### config.mk
export PLATFORM = sky130hd
export DESIGN_NAME = attack_resolver
export DESIGN_NICKNAME = d
export VERILOG_FILES = /design/src/rtl/fight_pkg.sv /design/src/rtl/attack_fsm.sv /design/src/rtl/attack_resolver.sv
export SDC_FILE = /design/constraint.sdc
export NUM_CORES = 1
export LEC_CHECK = 0
export CAP_MARGIN = 5
export CORE_MARGIN = 1.5
export CORE_UTILIZATION = 39
export CTS_BUF_LIST = sky130_fd_sc_hd__clkbuf_8
export CTS_CLUSTER_SIZE = 24
export DETAILED_ROUTE_END_ITERATION = 8
export PLACE_DENSITY_LB_ADDON = 0.1
export SKIP_LAST_GASP = 1
export SLEW_MARGIN = 20
export SYNTH_ARGS = -nofsm -noshare
export SYNTH_HDL_FRONTEND = slang
export SYNTH_SLANG_ARGS = --single-unit
### constraint.sdc
create_clock -name clk -period 4.38 [get_ports clk]
set_clock_uncertainty 0.15 [all_clocks]
set_input_delay 0.438 -clock clk [delete_from_list [all_inputs] [get_ports clk]]
set_output_delay 0.438 -clock clk [all_outputs]
set_load 0.05 [all_outputs]
### src/rtl/fight_pkg.sv
`default_nettype none
// ============================================================================
//  Module      : fight_pkg
//  Description : Shared types and defaults for the attack resolver: combo
//                encodings, per-player FSM states, timing and damage values.
//  Revision    : 1.0 - initial release
// ============================================================================
package fight_pkg;

  typedef enum logic [1:0] {
    COMBO_NONE    = 2'd0,
    COMBO_NORMAL  = 2'd1,
    COMBO_SPECIAL = 2'd2,
    COMBO_SUPER   = 2'd3
  } combo_t;

  typedef enum logic [2:0] {
    S_IDLE    = 3'd0,
    S_WINDUP  = 3'd1,
    S_ACTIVE  = 3'd2,
    S_RECOVER = 3'd3,
    S_STUN    = 3'd4
  } state_t;

  localparam int         DEF_WINDUP_N = 2;
  localparam int         DEF_WINDUP_S = 4;
  localparam int         DEF_WINDUP_X = 6;
  localparam int         DEF_RECOVER  = 3;
  localparam int         DEF_STUN_T   = 8;
  localparam logic [8:0] DEF_DMG_N    = 9'd10;
  localparam logic [8:0] DEF_DMG_S    = 9'd20;
  localparam logic [8:0] DEF_DMG_X    = 9'd40;

  // True while the player is anywhere inside an attack (windup to recovery)
  function automatic logic in_attack(input state_t s);
    return (s == S_WINDUP) || (s == S_ACTIVE) || (s == S_RECOVER);
  endfunction

endpackage
`default_nettype wire

### src/rtl/attack_fsm.sv
`default_nettype none
// ============================================================================
//  Module      : attack_fsm
//  Description : One player's attack sequencer: latches a combo request,
//                times windup/active/recovery and holds stun when hit.
//  Revision    : 1.0 - initial release
// ============================================================================
module attack_fsm
  import fight_pkg::*;
#(
  parameter int WINDUP_N = DEF_WINDUP_N,
  parameter int WINDUP_S = DEF_WINDUP_S,
  parameter int WINDUP_X = DEF_WINDUP_X,
  parameter int RECOVER  = DEF_RECOVER,
  parameter int STUN_T   = DEF_STUN_T
) (
  input  logic       clk,
  input  logic       reset,
  input  logic       game_over,
  input  logic [1:0] combo,
  input  logic       stun_hit,
  output state_t     state,
  output combo_t     move
);

  logic [3:0] cnt;

  // Counter reload for the windup of the requested move (count to 0 inclusive)
  function automatic logic [3:0] windup_load(input logic [1:0] c);
    case (c)
      2'd1:    return 4'(WINDUP_N - 1);
      2'd2:    return 4'(WINDUP_S - 1);
      2'd3:    return 4'(WINDUP_X - 1);
      default: return 4'd0;
    endcase
  endfunction

  // Phase sequencing; an incoming clean hit overrides whatever the player was doing
  always_ff @(posedge clk) begin
    if (reset || game_over) begin
      state <= S_IDLE;
      cnt   <= 4'd0;
      move  <= COMBO_NONE;
    end else if (stun_hit) begin
      state <= S_STUN;
      cnt   <= 4'(STUN_T - 1);
      move  <= COMBO_NONE;
    end else begin
      case (state)
        S_IDLE: begin
          if (combo != 2'd0) begin
            move  <= combo_t'(combo);
            cnt   <= windup_load(combo);
            state <= S_WINDUP;
          end
        end
        S_WINDUP: begin
          if (cnt == 4'd0) state <= S_ACTIVE;
          else             cnt   <= cnt - 4'd1;
        end
        S_ACTIVE: begin
          cnt   <= 4'(RECOVER - 1);
          state <= S_RECOVER;
        end
        S_RECOVER, S_STUN: begin
          if (cnt == 4'd0) begin
            state <= S_IDLE;
            move  <= COMBO_NONE;
          end else begin
            cnt <= cnt - 4'd1;
          end
        end
        default: state <= S_IDLE;
      endcase
    end
  end

endmodule
`default_nettype wire

### src/rtl/attack_resolver.sv
`default_nettype none
// ============================================================================
//  Module      : attack_resolver
//  Description : Two-player attack sequencer and hit arbiter. Resolves active
//                attacks against range and block, handles trades, injects
//                stun and emits one-cycle damage pulses.
//  Revision    : 1.0 - initial release
// ============================================================================
module attack_resolver
  import fight_pkg::*;
#(
  parameter int         WINDUP_N = DEF_WINDUP_N,
  parameter int         WINDUP_S = DEF_WINDUP_S,
  parameter int         WINDUP_X = DEF_WINDUP_X,
  parameter int         RECOVER  = DEF_RECOVER,
  parameter int         STUN_T   = DEF_STUN_T,
  parameter logic [8:0] DMG_N    = DEF_DMG_N,
  parameter logic [8:0] DMG_S    = DEF_DMG_S,
  parameter logic [8:0] DMG_X    = DEF_DMG_X
) (
  input  logic       clk,
  input  logic       reset,
  input  logic       game_over,
  input  logic       in_range,
  input  logic [1:0] p1_combo,
  input  logic [1:0] p2_combo,
  input  logic       p1_block,
  input  logic       p2_block,
  output logic       p1_attacking,
  output logic       p2_attacking,
  output logic       p1_stunned,
  output logic       p2_stunned,
  output logic [8:0] dmg_to_p1,
  output logic       dmg_p1_vld,
  output logic [8:0] dmg_to_p2,
  output logic       dmg_p2_vld
);

  state_t     s1, s2;
  combo_t     m1, m2;
  logic       hit_on_p1, hit_on_p2;
  logic       stun_p1, stun_p2;
  logic [8:0] amt_to_p1, amt_to_p2;

  function automatic logic [8:0] dmg_of(input combo_t m);
    case (m)
      COMBO_NORMAL:  return DMG_N;
      COMBO_SPECIAL: return DMG_S;
      COMBO_SUPER:   return DMG_X;
      default:       return 9'd0;
    endcase
  endfunction

  attack_fsm #(
    .WINDUP_N(WINDUP_N), .WINDUP_S(WINDUP_S), .WINDUP_X(WINDUP_X),
    .RECOVER(RECOVER), .STUN_T(STUN_T)
  ) u_p1 (
    .clk(clk), .reset(reset), .game_over(game_over), .combo(p1_combo),
    .stun_hit(stun_p1), .state(s1), .move(m1)
  );

  attack_fsm #(
    .WINDUP_N(WINDUP_N), .WINDUP_S(WINDUP_S), .WINDUP_X(WINDUP_X),
    .RECOVER(RECOVER), .STUN_T(STUN_T)
  ) u_p2 (
    .clk(clk), .reset(reset), .game_over(game_over), .combo(p2_combo),
    .stun_hit(stun_p2), .state(s2), .move(m2)
  );

  // Cross-resolution from current (pre-stun) states, so a same-tick trade hits both ways
  always_comb begin
    hit_on_p2 = (s1 == S_ACTIVE) && in_range && !game_over;
    hit_on_p1 = (s2 == S_ACTIVE) && in_range && !game_over;
    amt_to_p2 = p2_block ? (dmg_of(m1) >> 2) : dmg_of(m1);
    amt_to_p1 = p1_block ? (dmg_of(m2) >> 2) : dmg_of(m2);
    stun_p2   = hit_on_p2 && !p2_block;
    stun_p1   = hit_on_p1 && !p1_block;
  end

  // Registered damage pulses; the value is forced to 0 whenever no pulse is present
  always_ff @(posedge clk) begin
    if (reset) begin
      dmg_p1_vld <= 1'b0;
      dmg_p2_vld <= 1'b0;
      dmg_to_p1  <= 9'd0;
      dmg_to_p2  <= 9'd0;
    end else begin
      dmg_p1_vld <= hit_on_p1;
      dmg_p2_vld <= hit_on_p2;
      dmg_to_p1  <= hit_on_p1 ? amt_to_p1 : 9'd0;
      dmg_to_p2  <= hit_on_p2 ? amt_to_p2 : 9'd0;
    end
  end

  assign p1_attacking = in_attack(s1);
  assign p2_attacking = in_attack(s2);
  assign p1_stunned   = (s1 == S_STUN);
  assign p2_stunned   = (s2 == S_STUN);

endmodule
`default_nettype wire

# [Word-level counts from Yosys, hierarchy flattened]
# Index checks and enable logic that the tools add are counted.
[word_totals] reg_bits=38 in_bits=10
[classes] n_eq_ne=36 reduce_logical=46 n_addsub=2 n_bitwise=2 mux=30
[ops] operator="$pmux W6 S3" count=2
[ops] operator="$mux W3" count=10
[ops] operator="$reduce_and A3 Y1" count=10
[ops] operator="$pmux W3 S4" count=2
[ops] operator="$pmux W4 S3" count=2
[ops] operator="$ne A3 B2 Y1 const B" count=6
[ops] operator="$pmux W3 S3" count=2
[ops] operator="$eq A2 B2 Y1 const B" count=8
[ops] operator="$mux W4" count=4
[ops] operator="$mux W7" count=2
[ops] operator="$eq A3 B2 Y1 const B" count=4
[ops] operator="$ne A2 B1 Y1 const B" count=6
[ops] operator="$reduce_or A2 Y1" count=6
[ops] operator="$reduce_or A3 Y1" count=4
[ops] operator="$eq A2 B1 Y1 const B" count=4
[ops] operator="$logic_not A4 Y1" count=2
[ops] operator="$mux W2" count=4
[ops] operator="$pmux W2 S2" count=2
[ops] operator="$reduce_bool A2 Y1" count=4
[ops] operator="$reduce_bool A4 Y1" count=2
[ops] operator="$sub A4 B1 Y4 const B" count=2
[ops] operator="$eq A3 B1 Y1 const B" count=2
[ops] operator="$eq A3 B3 Y1 const B" count=2
[ops] operator="$logic_and A1 B1 Y1" count=6
[ops] operator="7 further kinds" count=18

# [Logic depth before layout (Yosys ltp)]
# Gate-level depths: netlist (run 1).
[depth] ltp_word=6 ltp_mapped=7

# [Hierarchy]
# Synthesis (run 1) repeated with hierarchy kept, for this count alone.
[hier_totals] hier_cells=210 hier_area_um2=1875.5
[modules_own_cells] module="attack_fsm" cells_each=76 n_inst=2 area_each_um2=641.9
[modules_own_cells] module="attack_resolver" cells_each=58 n_inst=1 area_each_um2=591.8

# [Least setup slack after synthesis (run 1)]
# No wires, ideal clock.
[synth_path] kind="register -> register" from="register u_p2.state[1]" to="register u_p2.cnt[0]" setup_slack_ns=1.939 arrival_ns=2.159 stages_incl_launch_ff=6 cell_sequence="dfxtp_1 -> buf_4 -> nor3b_1 -> a32oi_1 -> o311ai_1 -> a21oi_1"
[synth_via] elab_chain_cells=4 word_cells_on_any_way=12
[synth_lines] item="from (decl)" line_no="attack_fsm.sv:22" rtl="output state_t state,"
[synth_lines] item="from (signal assigned)" line_no="attack_fsm.sv:41" rtl="state <= S_IDLE;"
[synth_lines] item="from (signal assigned)" line_no="attack_fsm.sv:45" rtl="state <= S_STUN;"
[synth_lines] item="from (signal assigned)" line_no="attack_fsm.sv:54" rtl="state <= S_WINDUP;"
[synth_lines] item="$eq A3 B3 Y1 (*)"
[synth_lines] item="net p2_stunned" line_no="attack_resolver.sv:32" rtl="output logic p2_stunned,"
[synth_lines] item="$reduce_or A3 Y1 (no source line) (*)"
[synth_lines] item="$ne A3 B3 Y1 (no source line), or another cell as far along"
[synth_lines] item="$reduce_and A3 Y1 (no source line) or $mux W3 (tied branches)"
[synth_lines] item="to (signal assigned)" line_no="attack_fsm.sv:46" rtl="cnt <= 4'(STUN_T - 1);"
[synth_lines] item="to (signal assigned)" line_no="attack_fsm.sv:53" rtl="cnt <= windup_load(combo);"
[synth_lines] item="to (signal assigned)" line_no="attack_fsm.sv:59" rtl="else cnt <= cnt - 4'd1;"
[synth_lines] item="to (decl)" line_no="attack_fsm.sv:26" rtl="logic [3:0] cnt;"
# Mark *: on every way through the listed nets, which the timed path passes. The rest lies on a longest branch.
# A chain may end at the register's enable or synchronous reset.

# [Final worst setup path (run 1)]
[layout_path] from="register u_p2.state[2]" to="output port p2_stunned"
[layout_via] elab_chain_cells=1
[layout_lines] item="$eq A3 B3 Y1" line_no="attack_resolver.sv:98" rtl="assign p2_stunned = (s2 == S_STUN);"
[layout_lines] item="to (decl)" line_no="attack_resolver.sv:32"
# No other way between the ends.

==> flow_summary.ini, run 1 <==
[die]
core_area_sq_mm = 0.00438
initial_core_util = 0.410
dieArea_sq_mm = 0.00503
die_w_um = 70.9
die_h_um = 70.9
ioPinCount = 34
rows = 24

[synthesis]
synth-simple-area-share = 0.260
yosys-top-cells-area = dfxtp_1 (36%), a21oi_1 (4.2%), buf_4 (4.2%)
synth-compound-area-share = 0.217
synth-edff-count = 0
synthXorXnorAreaFrac = 0.0195
synth_top_area_cell = dfxtp_1
synth_top_family_by_area = simple AND/OR/NAND/NOR gates
synth_mux_area_frac = 0.0278
avgSynthCellArea_sq_um = 8.91
synthCells = 202
synth_cell_types = 56
ys_seq_area_frac = 0.356
synth_top_area_frac = 0.356
yosysWarnings = 0
async_flop_share = 0
syn-cell-area_sq_mm = 0.00180
synthAdderAreaFrac = 0.0264
ys_seq_elements = 32
synth-main-ff-cell = dfxtp_1

[worst_setup_path]
reg2reg_to = u_p2.cnt[3]
rr_worst_depth = 6
cp_max_fo = 20
slowest_delay_ns = 0.87
worstSetupPathType = register to output port
startpoint_type = register
crit_arrival_ns = 2.25
cpLargestDelayFamily = buffers and inverters
cp_num_buf_inv = 1
crit_chain = nor3b_1 -> clkdlybuf4s50_1
r2r_setup_slack_ns = 2.13
r2r_start = u_p2.cnt[0]
required_ns = 3.79
critPathCaptureType = output port
crit_slowest_cell = clkdlybuf4s50_1

[final_layout]
final_common_cell = dfxtp_1
drive_above_1_share = 0.0804
most-common-layout-cells = dfxtp_1 (32), clkdlybuf4s50_1 (27), a21oi_1 (15)
final_cells = 276
fin_util = 0.488
num_antenna_cells = 0
area_growth_pct = 18.8
nets = 236

[global_route]
grt_pass1_wl_um = 6780
grt_antenna_before_repair = 0
grt_use_total = 0.168
grt.overflow.total = 0
grt_pass1_vias = 1391
grt_max_degree = 21

[timing]
fmax_ghz = 0.352
fin_hold_ws_ns = 0.320
setup_violations = 0
period_share = 0.648
slew-limit-headroom = 0.515
hold_viol_final = 0
drv_slew = 0
period_needed_ns = 2.84
worstMarginPinSlew_ns = 0.717
setup_tns_ns = 0
rsz0062_at_grt = false

[detailed_routing]
wl_per_cell_um = 14.7
drc = 0
antenna_left = 0
via_per_inst = 5.57
via_count = 1536
wl_um = 4070
dr.pass1.iters = 4
drt-initial-drc-count = 141

[clock_network]
cts.clk_slew.worst_paths_ns = 0.07
numCtsBuffers = 5
cts_resized = 0
clk_latency_ns = 0.28
cts.sinks = 32
cts-hold-fix-buffers = 0
root_buffer = clkbuf_8
h-tree-depth = 2
cts_setup_buffers = 0
cts_buffer_depth = 2
cts_tree = done

[pwr]
peakVddDrop_mv = 0.172
comb_power_share = 0.177
leakagePower_nw = 0.752
p_int_mw = 0.517
seq_power_share = 0.441
swShare = 0.275
pwr-share-clk = 0.382
netSwitchingPower_mw = 0.196
power.density_cell_area_mw_per_mm2 = 333

[placed_design]
io_buffer_count = 27
hpwl_um = 2960
dpl.cell_count = 268
place_congestion = 0.892

[flow_run]
cap_violations = 0

[hold_path]
hp-class = register to register
hold_path_depth = 1
hold_start = u_p2.move[1]
holdPathEnd = dmg_to_p1[1]

[outcome]
outcome = complete, no violations
==> registers in the layout, summed over array words and instances, names as in the netlist <==
register / flops
dmg_p2_vld: 1
dmg_to_p2: 6
u_p1.move: 2
u_p2.move: 2
u_p2.cnt: 4
dmg_to_p1: 6
dmg_p1_vld: 1
u_p1.state: 3
u_p2.state: 3
u_p1.cnt: 4
==> through the flow <==
| step | power [mW] | area (sq um) | worst slack, ns |
|---|---|---|---|
| floorplan | 0.419 | 1820 | 1.94 |
| global placement | 0.444 | 2030 | 1.91 |
| detailed placement | 0.445 | 2030 | 1.84 |
| CTS | 0.720 | 2140 | 1.52 |
| global route | 0.746 | 2140 | 1.40 |
| finish | 0.713 | 2140 | 1.54 |
==> final cells by class <==
cell class              instances  area (sq um)
clock buffers                   5          68.8
clock inverters                 3          38.8
fillers                       420          2250
inverters                      11          41.3
multi-input cells             146          1010
flip-flops and latches         32           641
well taps                      52          65.1
repair buffers                 27           270
==> per-layer routing <==
layer,vias to the layer above,GRT usage,wire (um)
li1,776,-,-
met1,710,0.240,1990
met2,43,0.246,1770
met3,7,0.0427,253
met4,0,0.0566,55
met5,-,0,0
==> cell usage after synthesis, types with 4 or more instances <==
master	number
a211oi_1	4
a21oi_1	15
and2_1	5
buf_4	10
clkbuf_1	4
dfxtp_1	32
inv_1	11
mux2i_1	5
nand2_1	11
nand3_1	9
nand3b_1	4
nor2_1	9
nor3_1	9
or3_1	5
==> power groups by stage <==
| stage | logic [mW] | clock network, mW | registers [mW] |
|---|---|---|---|
| finish | 0.126 | 0.273 | 0.314 |
| global route | 0.138 | 0.292 | 0.316 |
| CTS | 0.125 | 0.281 | 0.314 |
| detailed placement | 0.124 | 0 | 0.321 |
| global placement | 0.124 | 0 | 0.320 |
| floorplan | 0.105 | 0 | 0.313 |
==> cell families (layout without fill, tap and decap cells) <==
logic type / Yosys count / after routing
AO/OA/AOI/OAI: 51 / 51
XOR/XNOR: 4 / 4
adder cells (fa/ha/maj): 4 / 4
buffers and inverters: 29 / 46
flip-flops: 32 / 32
multiplexers: 5 / 5
other: 1 / 6
AND/OR/NAND/NOR: 76 / 76
==> how the worst max path moves through the flow <==
stage                        startpoint     endpoint  slack (ns)  cells after the start
after floorplan           u_p2.state[1]  u_p2.cnt[0]        1.94                      5
after global placement    u_p2.state[2]   p2_stunned        1.91                      2
after detailed placement  u_p2.state[2]   p2_stunned        1.84                      2
after CTS                 u_p2.state[2]   p2_stunned        1.52                      2
after global routing      u_p2.state[2]   p2_stunned        1.40                      2
final                     u_p2.state[2]   p2_stunned        1.54                      2
Note: power is estimated with default switching activity, not from simulation.
==> run 2: changes to the inputs <==
Clock period 4.38 ns to 2.4 ns, I/O delays scaled along.
==> flow_summary.ini, run 2 (synthesis results as in run 1) <==
[hold_path]
holdPathEnd = dmg_to_p1[1]
hold_start = u_p2.move[1]
hp-class = register to register
hold_path_depth = 1

[timing]
drv_slew = 0
setup_violations = 0
slew-limit-headroom = 0.590
fmax_ghz = 0.441
period_share = 0.945
period_needed_ns = 2.27
worstMarginPinSlew_ns = 0.607
rsz0062_at_grt = false
setup_tns_ns = 0
hold_viol_final = 0

[global_route]
grt_pass1_wl_um = 6980
grt_use_total = 0.173
grt_max_degree = 17
grt_antenna_before_repair = 0
grt_pass1_vias = 1481
grt.overflow.total = 0

[flow_run]
cap_violations = 0

[clock_network]
cts_tree = done
cts_setup_buffers = 0
cts_buffer_depth = 2
numCtsBuffers = 5
root_buffer = clkbuf_8
clk_latency_ns = 0.28
cts.sinks = 32
cts_resized = 0
cts-hold-fix-buffers = 0
h-tree-depth = 2
cts.clk_slew.worst_paths_ns = 0.07

[die]
die_w_um = 70.9
rows = 24
die_h_um = 70.9
core_area_sq_mm = 0.00438
ioPinCount = 34
initial_core_util = 0.410
dieArea_sq_mm = 0.00503

[outcome]
outcome = complete, no violations

[detailed_routing]
dr.pass1.iters = 4
via_per_inst = 5.64
via_count = 1578
drt-initial-drc-count = 85
wl_per_cell_um = 14.1
antenna_left = 0
drc = 0
wl_um = 3940

[worst_setup_path]
reg2reg_to = u_p2.cnt[3]
crit_chain = nor2_4 -> nor2_1 -> clkdlybuf4s50_1
cp_num_buf_inv = 1
required_ns = 2.01
crit_slowest_cell = clkdlybuf4s50_1
r2r_setup_slack_ns = 0.26
r2r_start = u_p2.cnt[0]
rr_worst_depth = 6
crit_arrival_ns = 1.88
critPathCaptureType = output port
cpLargestDelayFamily = buffers and inverters
path_depth = 3
slowest_delay_ns = 0.81
cp_max_fo = 9
worstSetupPathType = register to output port
startpoint_type = register

[final_layout]
final_common_cell = dfxtp_1
regArea_sq_um = 641
nets = 240
multi_input_area_sq_mm = 0.00102
num-fill-cells = 400
final_cells = 280
num_antenna_cells = 0
largestRegisters = dmg_to_p1 (6), dmg_to_p2 (6)
most-common-layout-cells = dfxtp_1 (32), clkdlybuf4s50_1 (24), a21oi_1 (15)
area_growth_pct = 20.4
drive_above_1_share = 0.114

[placed_design]
place_congestion = 0.951
io_buffer_count = 27
hpwl_um = 2970
dpl.cell_count = 272

[pwr]
leakagePower_nw = 0.783
power.density_cell_area_mw_per_mm2 = 602
peakVddDrop_mv = 0.332
## run 2: report_power, final
part           internal [mW]  total, mW  switching, mW
combinational         0.0953      0.236          0.140
sequential             0.546      0.567         0.0204
clock                  0.304      0.501          0.198
## run 2: worst max-delay path by stage
stage,startpoint,end
6_report,u_p2.state[1],p2_attacking
3_5_place_dp,p2_combo[1],u_p2.cnt[3]
3_3_place_gp,p1_combo[0],u_p1.cnt[3]
2_1_floorplan,u_p1.state[2],u_p1.cnt[3]
5_1_grt,u_p2.state[1],p2_attacking
4_1_cts,u_p2.state[1],p2_attacking
## run 2: worst register-to-register path: cells and delay by family (launching register included)
kind | cells | cell delay (ns)
simple gates | 2 | 0.74
compound gates | 2 | 0.42
flops | 1 | 0.41
fa+ha+maj | 1 | 0.24
buf+inv | 1 | 0.10
## run 2: metal layers
| layer | part of all wire | track usage | vias up |
|---|---|---|---|
| li1 | - | - | 786 |
| met1 | 0.48 | 0.237 | 726 |
| met2 | 0.44 | 0.269 | 59 |
| met3 | 0.062 | 0.0413 | 7 |
| met4 | 0.013 | 0.0587 | 0 |
| met5 | 0 | 0 | - |
## run 2: layout make-up
class,instances,area share
well taps,52,0.0300
repair buffers,31,0.135
clock buffers,5,0.0318
multi-input cells,146,0.470
flip-flops and latches,32,0.296
inverters,11,0.0191
clock inverters,3,0.0179
## run 2: stage by stage
stage | setup WS, ns | utilization | hold slack (ns) | instance area (sq um) | total power [mW]
after detailed placement | 0.235 | 0.469 | 0.301 | 2060 | 0.812
after CTS | 0.127 | 0.494 | 0.310 | 2170 | 1.32
final | 0.132 | 0.494 | 0.305 | 2170 | 1.30
after global routing | 0.0374 | 0.494 | 0.332 | 2170 | 1.36
after floorplan | 0.368 | - | 0.167 | 1820 | 0.764
after global placement | 0.303 | 0.469 | 0.304 | 2060 | 0.810
==> run 3: changes to the inputs <==
Settings changed: CTS_BUF_LIST sky130_fd_sc_hd__clkbuf_8 to sky130_fd_sc_hd__clkbuf_2.
==> flow_summary.ini, run 3 (synthesis results as in run 1) <==
[timing]
drv_slew = 0
rsz0062_at_grt = false
fin_hold_ws_ns = 0.317
setup_violations = 0
period_share = 0.904
hold_viol_final = 0
slew-limit-headroom = 0.590
fmax_ghz = 0.461
period_needed_ns = 2.17
worstMarginPinSlew_ns = 0.606
setup_tns_ns = 0

[worst_setup_path]
crit_arrival_ns = 2.32
cp_max_fo = 7
critPathLaunch = u_p2.cnt[0]
rr_worst_depth = 6
r2r_start = u_p2.cnt[0]
worstSetupEndpoint = u_p2.cnt[3]
reg2reg_to = u_p2.cnt[3]
r2r_setup_slack_ns = 0.23
startpoint_type = register
crit_chain = inv_1 -> ha_1 -> or3b_1 -> a21oi_2 -> or4_4 -> a221oi_2
slowest_delay_ns = 0.49
worstSetupPathType = register to register
required_ns = 2.55
critPathCaptureType = register
crit_slowest_cell = or4_4

[pwr]
power.density_cell_area_mw_per_mm2 = 553
leakagePower_nw = 0.770
peakVddDrop_mv = 0.302
report.power.total_mw = 1.17

[die]
die_w_um = 70.9
die_h_um = 70.9
rows = 24
dieArea_sq_mm = 0.00503
core_area_sq_mm = 0.00438
initial_core_util = 0.410
ioPinCount = 34

[detailed_routing]
wl_um = 4010
antenna_left = 0
via_per_inst = 5.56
via_count = 1556
wl_per_cell_um = 14.3
dr.pass1.iters = 4
drc = 0
drt-initial-drc-count = 81

[placed_design]
hpwl_um = 2970
io_buffer_count = 27
place_congestion = 0.951
postPlaceCellArea_sq_mm = 0.00206

[global_route]
grt.overflow.total = 0
grt_pass1_wl_um = 6930
grt_max_degree = 17
grt_use_total = 0.171
grt_pass1_vias = 1474
grt_antenna_before_repair = 0

[clock_network]
cts_tree = done
cts.clk_slew.worst_paths_ns = 0.17
h-tree-depth = 2
cts_buffer_depth = 2
root_buffer = clkbuf_2
cts.sinks = 32
clk_latency_ns = 0.36
numCtsBuffers = 5

[final_layout]
num_antenna_cells = 0
nets = 240
largestRegisters = dmg_to_p1 (6), dmg_to_p2 (6)
stdcell_area_sq_mm = 0.00212
final_common_cell = dfxtp_1
most-common-layout-cells = dfxtp_1 (32), clkdlybuf4s50_1 (23), a21oi_1 (15)
drive_above_1_share = 0.118
area_growth_pct = 17.9

[outcome]
outcome = complete, no violations

[flow_run]
cap_violations = 0

[hold_path]
hp-class = register to register
## run 3: changes by cell type in the layout (fill, tap and decap cells not counted), sizes merged
cell / delta
inv: -1
clkbuf: +1
clkdlybuf4s50: -1
dlygate4sd2: +1
## run 3: layer usage
metal / up-vias / GRT usage / wire length (um)
met4: 0 / 0.0524 / 31
met1: 732 / 0.233 / 2020
li1: 784 / - / -
met2: 36 / 0.269 / 1810
met5: - / 0 / 0
met3: 4 / 0.0413 / 153
## run 3: through the flow
stage | utilization | setup slack, ns | cells
after global placement | 0.469 | 0.303 | 272
final | 0.484 | 0.232 | 280
after detailed placement | 0.469 | 0.235 | 272
after global routing | 0.484 | 0.132 | 280
after CTS | 0.484 | 0.246 | 280
after floorplan | - | 0.368 | 207
## run 3: timing repair
| item | in CTS | in global routing |
|---|---|---|
| setup endpoints to repair | 1 | 0 |
| setup buffers | 0 | 0 |
| hold buffers | 0 | 0 |
| resized for setup | 1 | 0 |
## run 3: worst max-delay path: cells and delay by family (launching register included)
family                   cells  cell delay [ns]
adder cells (fa/ha/maj)      1             0.24
AND/OR/NAND/NOR              2             0.83
flip-flops                   1             0.45
AO/OA/AOI/OAI                2             0.34
buffers and inverters        1             0.10
## run 3: layout make-up
| cell class | instances | area (sq um) |
|---|---|---|
| tap | 52 | 65.1 |
| sequential | 32 | 641 |
| clock buffer | 6 | 30.0 |
| multi-input combinational | 146 | 1020 |
| clock inverter | 2 | 35.0 |
| timing repair buffer | 31 | 292 |
| inverter | 11 | 41.3 |
| fill | 406 | 2260 |
## run 3: how the worst min path moves through the flow
stage,start,end,slack [ns],cells after the start
after floorplan,p1_block,dmg_to_p1[5],0.17,1
after detailed placement,u_p2.move[1],dmg_to_p1[1],0.30,1
after CTS,u_p2.move[1],dmg_to_p1[1],0.32,1
after global routing,u_p2.move[1],dmg_to_p1[1],0.34,1
final,u_p2.move[1],dmg_to_p1[1],0.32,1
after global placement,u_p1.move[1],dmg_to_p2[1],0.30,1
## run 3: report_power, final
group | internal (mW) | switching, mW
clock network | 0.179 | 0.191
logic | 0.0944 | 0.142
registers | 0.547 | 0.0208
